### config.mk
export PLATFORM = sky130hd
export DESIGN_NAME = fetch_stage
export DESIGN_NICKNAME = d
export VERILOG_FILES = /design/src/rtl/fetch_stage.sv
export SDC_FILE = /design/constraint.sdc
export NUM_CORES = 1
export LEC_CHECK = 0
export CORE_UTILIZATION = 50
export CTS_BUF_LIST = sky130_fd_sc_hd__clkbuf_4 sky130_fd_sc_hd__clkbuf_8
export DETAILED_ROUTE_END_ITERATION = 8
export PLACE_DENSITY = 0.92
export SLEW_MARGIN = 20
export SYNTH_ARGS = -nofsm -noshare
export SYNTH_HDL_FRONTEND = slang
export SYNTH_SLANG_ARGS = --single-unit
### constraint.sdc
create_clock -name clk -period 3.64 [get_ports clk]
set_input_delay 0.728 -clock clk [delete_from_list [all_inputs] [get_ports clk]]
set_output_delay 0.728 -clock clk [all_outputs]
set_load 0.05 [all_outputs]
### src/rtl/fetch_stage.sv
// -----------------------------------------------------------------------------
// fetch_stage
//
// Purpose:
//   Instruction fetch stage of a five-stage in-order pipeline. It owns the
//   fetch PC and drives the instruction memory address from it. It also owns
//   the IF/ID pipeline register that presents the fetched word, its PC and
//   PC+4 to decode.
//
// Ports:
//   clk         in   1   rising-edge clock; all state updates here
//   rst         in   1   synchronous, active-high reset
//   stall_f     in   1   hold the fetch PC
//   stall_d     in   1   hold the IF/ID register
//   flush_d     in   1   load a bubble into the IF/ID register
//   pcsrc_e     in   1   taken branch/jump redirect from execute
//   pctarget_e  in   32  redirect target (low two bits ignored)
//   imem_addr   out  32  instruction memory address (= fetch PC)
//   imem_rdata  in   32  instruction word, combinational read of imem_addr
//   instr_d     out  32  instruction to decode
//   pc_d        out  32  PC of instr_d
//   pcplus4_d   out  32  pc_d + 4
//   valid_d     out  1   instr_d is a real fetched instruction
//
// Configuration:
//   FETCH_PERF_CNT_EN  when defined, adds stall_cnt (32) and flush_cnt (32).
//                      These are saturating counters of decode stalls and
//                      flushes. Both clear on rst.
// -----------------------------------------------------------------------------
module fetch_stage #(
    parameter logic [31:0] RESET_PC  = 32'h0000_0000,
    parameter logic [31:0] NOP_INSTR = 32'h0000_0013
) (
    input  logic        clk,
    input  logic        rst,
    input  logic        stall_f,
    input  logic        stall_d,
    input  logic        flush_d,
    input  logic        pcsrc_e,
    input  logic [31:0] pctarget_e,
    output logic [31:0] imem_addr,
    input  logic [31:0] imem_rdata,
    output logic [31:0] instr_d,
    output logic [31:0] pc_d,
    output logic [31:0] pcplus4_d,
`ifdef FETCH_PERF_CNT_EN
    output logic [31:0] stall_cnt,
    output logic [31:0] flush_cnt,
`endif
    output logic        valid_d
);

    logic [31:0] pc_f_r;
    logic [31:0] pc_next_s;
    logic [31:0] pc_plus4_s;

    logic [31:0] instr_d_r;
    logic [31:0] pc_d_r;
    logic [31:0] pcplus4_d_r;
    logic        valid_d_r;

    // Sequential increment; the 32-bit add wraps FFFF_FFFC to 0 naturally.
    always_comb begin
        pc_plus4_s = pc_f_r + 32'd4;
    end

    // Next fetch PC: a redirect beats a stall, and a stall beats increment.
    always_comb begin
        pc_next_s = pc_plus4_s;
        if (pcsrc_e) begin
            pc_next_s = {pctarget_e[31:2], 2'b00};
        end else if (stall_f) begin
            pc_next_s = pc_f_r;
        end else begin
            pc_next_s = pc_plus4_s;
        end
    end

    // Fetch PC register; reset beats every other control.
    always_ff @(posedge clk) begin
        if (rst) begin
            pc_f_r <= RESET_PC;
        end else begin
            pc_f_r <= pc_next_s;
        end
    end

    // IF/ID register: a bubble on reset or flush, held on stall, else capture.
    always_ff @(posedge clk) begin
        if (rst || flush_d) begin
            instr_d_r   <= NOP_INSTR;
            pc_d_r      <= 32'h0000_0000;
            pcplus4_d_r <= 32'h0000_0000;
            valid_d_r   <= 1'b0;
        end else if (stall_d) begin
            instr_d_r   <= instr_d_r;
            pc_d_r      <= pc_d_r;
            pcplus4_d_r <= pcplus4_d_r;
            valid_d_r   <= valid_d_r;
        end else begin
            instr_d_r   <= imem_rdata;
            pc_d_r      <= pc_f_r;
            pcplus4_d_r <= pc_plus4_s;
            valid_d_r   <= 1'b1;
        end
    end

`ifdef FETCH_PERF_CNT_EN
    logic [31:0] stall_cnt_r;
    logic [31:0] flush_cnt_r;

    // A stall that coincides with a flush is counted only as a flush.
    always_ff @(posedge clk) begin
        if (rst) begin
            stall_cnt_r <= 32'h0000_0000;
            flush_cnt_r <= 32'h0000_0000;
        end else begin
            if (stall_d && !flush_d && (stall_cnt_r != 32'hFFFF_FFFF)) begin
                stall_cnt_r <= stall_cnt_r + 32'd1;
            end else begin
                stall_cnt_r <= stall_cnt_r;
            end
            if (flush_d && (flush_cnt_r != 32'hFFFF_FFFF)) begin
                flush_cnt_r <= flush_cnt_r + 32'd1;
            end else begin
                flush_cnt_r <= flush_cnt_r;
            end
        end
    end

    assign stall_cnt = stall_cnt_r;
    assign flush_cnt = flush_cnt_r;
`endif

    assign imem_addr = pc_f_r;
    assign instr_d   = instr_d_r;
    assign pc_d      = pc_d_r;
    assign pcplus4_d = pcplus4_d_r;
    assign valid_d   = valid_d_r;

endmodule

==> summary.md <==
The run finished with clean final reports. The run gives 0 as the antenna cell count. Traced cell by cell, the critical path runs through nand4_1, or4_1, or4_1, a311oi_1. Entering global routing, the biggest net connects 69 pins. For the worst-skew pair, the clock arrives at the later sink with an insertion delay of 0.43 ns. The critical path in this run is classified as flop to flop. The combinational family with the most area after synthesis is simple AND/OR/NAND/NOR gates. The cell count of the worst reg-to-reg path came out at 4.

The path class of the tightest hold or removal check is flop to flop. The worst hold path was traced through 2 stages. The number of unique standard cell types used by synthesis is 44, and the critical path data arrival time is 3.08 ns.

In this run the count of I/O pins placed on the die edge is 199. Ranked by instance count, the synthesized netlist is headed by sky130_fd_sc_hd__dfxtp_1 (123), sky130_fd_sc_hd__nor2_1 (94), sky130_fd_sc_hd__mux2i_1 (61), sky130_fd_sc_hd__o21ai_0 (41), sky130_fd_sc_hd__clkbuf_1 (40). Via count of the first global-routing pass: 4917. Across the run, the number of max-cap violations was 0. The tools report the total overflow reported by the global router as 0.

The logs give 0 for the count of buffers added by post-CTS timing repair for setup and 7.03 mm for the met1 layer wirelength in the final routing. The tools report the final antenna-violating net count as 0. In this run the tightest slew margin relative to its limit is 51.9%. Data on the critical path is required at its endpoint by 3.98 ns. Number of design-rule violations left by the first detailed-router iteration: 420. Relative to the synthesized area, the layout overhead comes to 40.6%. The initialized floorplan defines 37 standard-cell rows. The pre-antenna-repair detailed-routing pass consisted of 6 iterations.

From left edge to right edge, the die measures 107 µm. The transition time of the tightest slew-check pin is 0.721 ns, and the total placed cells including tap cells is 896. The final layout contains 850 nets.

The count of yosys warnings during synthesis was 0. The combined area of all synthesized cells is 5500 µm². Final hold analysis gives a worst-case slack of 0.467 ns. The post-synthesis average cell area is 8.82 µm².

Count of pins over their slew limit: 0. The number of synthesized flops with an enable pin was 0. The highest-delay cell along the critical path is sky130_fd_sc_hd__or4_1. For the register-to-register setup slack, the log shows 0.89 ns. After synthesis, the share of flip-flops with an asynchronous set or reset is 0%. The via count is 5281.

Routed length on met3: 1.35 mm. Sequential cells were found to cover 44.8% of the synthesized design area. The static leakage power is 2.77 nW, and the post-route total power is 3.20 mW. CTS placed an instance of sky130_fd_sc_hd__clkbuf_8 at the clock tree root.

The worst ir drop on vdd came out at 214 µV. Across every metal layer, demand over resource in global routing totals 27.8%. The region available for standard cell placement spans 10500 µm².

The tools report the number of sinks on the clock net as 123. The critical path contains buffers and inverters numbering 0 combined. The post-DP HPWL is 11.0 mm, and the vertical die dimension is 107 µm.

The worst setup path is launched from a flop. The sequential cells in the finished layout cover a total of 2460 µm². The total negative slack for setup checks is 0 ns, and the total number of cells along the worst setup path is 4. The highest net fanout along the worst path is 14. By area the synthesized netlist is led by sky130_fd_sc_hd__dfxtp_1 (45%), sky130_fd_sc_hd__mux2i_1 (11%), sky130_fd_sc_hd__nor2_1 (6.4%). The clock edge transition at the registers on the reported setup and hold paths is 0.07 ns, and the initial core utilization is 52.3%. Yosys instantiated no cell more often than sky130_fd_sc_hd__dfxtp_1. The kind of cell with the highest combined delay on the critical path was simple AND/OR/NAND/NOR gates. The area of combinational cells with multiple inputs was 2710 µm². The number of H-tree branching levels was 4.

The logs give 0 for the total of hold buffers inserted after clock tree synthesis and 0 for the final count of hold timing violations. The floorplan step defined a die boundary enclosing 11400 µm². The number of gates given a new drive strength after cts is 0, and the number of buffers on the longest clock path is 2. The xor/xnor cell area share of the yosys netlist was 3.35%; the number of CTS-inserted buffers was 17.

Of the post-synthesis cell area, the part taken by muxes is 11.1%. Summing all placed instances gives a cell area of 7350 µm². After detailed routing, the number of remaining DRC violations is 0. The proportion of netlist area held by the largest area contributor works out to 44.8%. The first global-routing pass estimated 25.0 mm of wire.

Port buffering added 190 buffers. The tools report the length of routed met2 wiring as 7.30 mm. The simple-gate portion of the synthesized area came out at 20.4%. Setup violations remaining at the end of the flow were counted as 0. Of the available clock period, the critical path in the final layout requires 75.4%. The tools report the setup skew after layout as 0.0182 ns.

The sort of element at the end of the critical path was a flop. Setup repair after global routing left no endpoint under its margin. The ratio of routed vias to standard cells is 5.69, and the last weighted congestion value of the routability-driven placer is 0.848.

Dividing the detail-routed wire length by the instance count gives 17.2 µm. TritonCTS built the clock tree. Summing the areas of all compound-gate instances in the mapped netlist gives 13.8% of the synthesized area.

The cell repeated most along the worst path is sky130_fd_sc_hd__or4_1. The layout filler cell count was 740. For this run, the leading register cell type out of synthesis is sky130_fd_sc_hd__dfxtp_1. Final critical-path required period: 2.75 ns. The number of flip-flops and latches in the synthesized netlist was 123; the post-route standard cell area excluding fillers was 7730 µm². Cells with a size suffix above 1 make up 7.07% of the layout. The synthesized netlist devotes 0.228% of its cell area to adder and majority cells. The power density over the cells is 414 nW/µm², and the gate count after technology mapping is 623. Initial antenna violation count: 0. Leaving out filler cells and counting taps, the final layout contains 928. The top cell type by total area after synthesis was sky130_fd_sc_hd__dfxtp_1. Routed signal wires occupy layers up through met4. Wires add up to 15.9 mm.

For this run, the top clock speed supported by timing is 364 MHz. In this design, the stage delay of the slowest critical-path cell is 0.78 ns.
-- final cells by class --
type | instances | area share [%]
inverter | 8 | 0.389
clock inverter | 13 | 1.54
clock buffer | 19 | 3.30
timing repair buffer | 199 | 25.6
tap | 136 | 2.20
multi-input combinational | 430 | 35.1
sequential | 123 | 31.9
-- final timing paths --
check	endpoint	from
max	imem_addr[31]	imem_addr[18]
min	pcplus4_d[6]	pcplus4_d[6]
max reg2reg	imem_addr[31]	imem_addr[18]
min reg2reg	pcplus4_d[6]	pcplus4_d[6]
-- power breakdown --
part	internal, mW	leakage [nW]	switching [mW]
Combinational	0.231	1.58	0.356
Clock	0.569	0.182	0.568
Sequential	1.40	1.01	0.0771
-- routing by layer --
| layer | vias to the layer above | GRT usage, % |
|---|---|---|
| met5 | - | 0 |
| met4 | 0 | 9.78 |
| met3 | 20 | 6.63 |
| met2 | 272 | 43.7 |
| met1 | 2465 | 37.2 |
| li1 | 2524 | - |
-- cells by family after synthesis --
kind of cell,after synthesis
AO/OA/AOI/OAI,119
XOR/XNOR,21
adder cells (fa/ha/maj),1
buffers and inverters,75
flip-flops,123
multiplexers,61
other,1
AND/OR/NAND/NOR,222
-- layout by cell type, fill, tap and decap left out, types with 8 or more instances in the layout --
cell type / Yosys / final
sky130_fd_sc_hd__clkdlybuf4s50_1: 0 / 189
sky130_fd_sc_hd__dfxtp_1: 123 / 123
sky130_fd_sc_hd__nor2_1: 94 / 94
sky130_fd_sc_hd__mux2i_1: 61 / 61
sky130_fd_sc_hd__o21ai_0: 41 / 41
sky130_fd_sc_hd__nand2_1: 33 / 33
sky130_fd_sc_hd__xnor2_1: 19 / 19
sky130_fd_sc_hd__a21oi_1: 19 / 19
sky130_fd_sc_hd__or3_1: 18 / 18
sky130_fd_sc_hd__a311oi_1: 18 / 18
sky130_fd_sc_hd__clkbuf_8: 0 / 18
sky130_fd_sc_hd__nor3_1: 16 / 16
sky130_fd_sc_hd__or4_1: 16 / 16
sky130_fd_sc_hd__a31oi_1: 12 / 12
sky130_fd_sc_hd__o31ai_1: 11 / 11
sky130_fd_sc_hd__nand4_1: 10 / 10
sky130_fd_sc_hd__a211oi_1: 10 / 10
sky130_fd_sc_hd__buf_4: 8 / 9
sky130_fd_sc_hd__nor4_1: 8 / 8
-- metrics by stage --
step                worst slack (ns)  utilization, %
floorplan                       1.12               -
global route                   0.738            73.5
global placement               0.814            70.0
finish                         0.894            73.5
detailed placement             0.783            70.0
CTS                            0.960            73.5
-- flip-flops by register name, indices dropped and copies added (netlist names) --
signal     cells
instr_d       32
imem_addr     30
pc_d          30
pcplus4_d     30
valid_d        1
-- worst min-delay path, cell delays in order, from the launching register on --
cell	delay [ns]
sky130_fd_sc_hd__dfxtp_1	0.32
sky130_fd_sc_hd__nand2_1	0.06
sky130_fd_sc_hd__a21oi_1	0.05
Power figures use the tool's default switching activity.
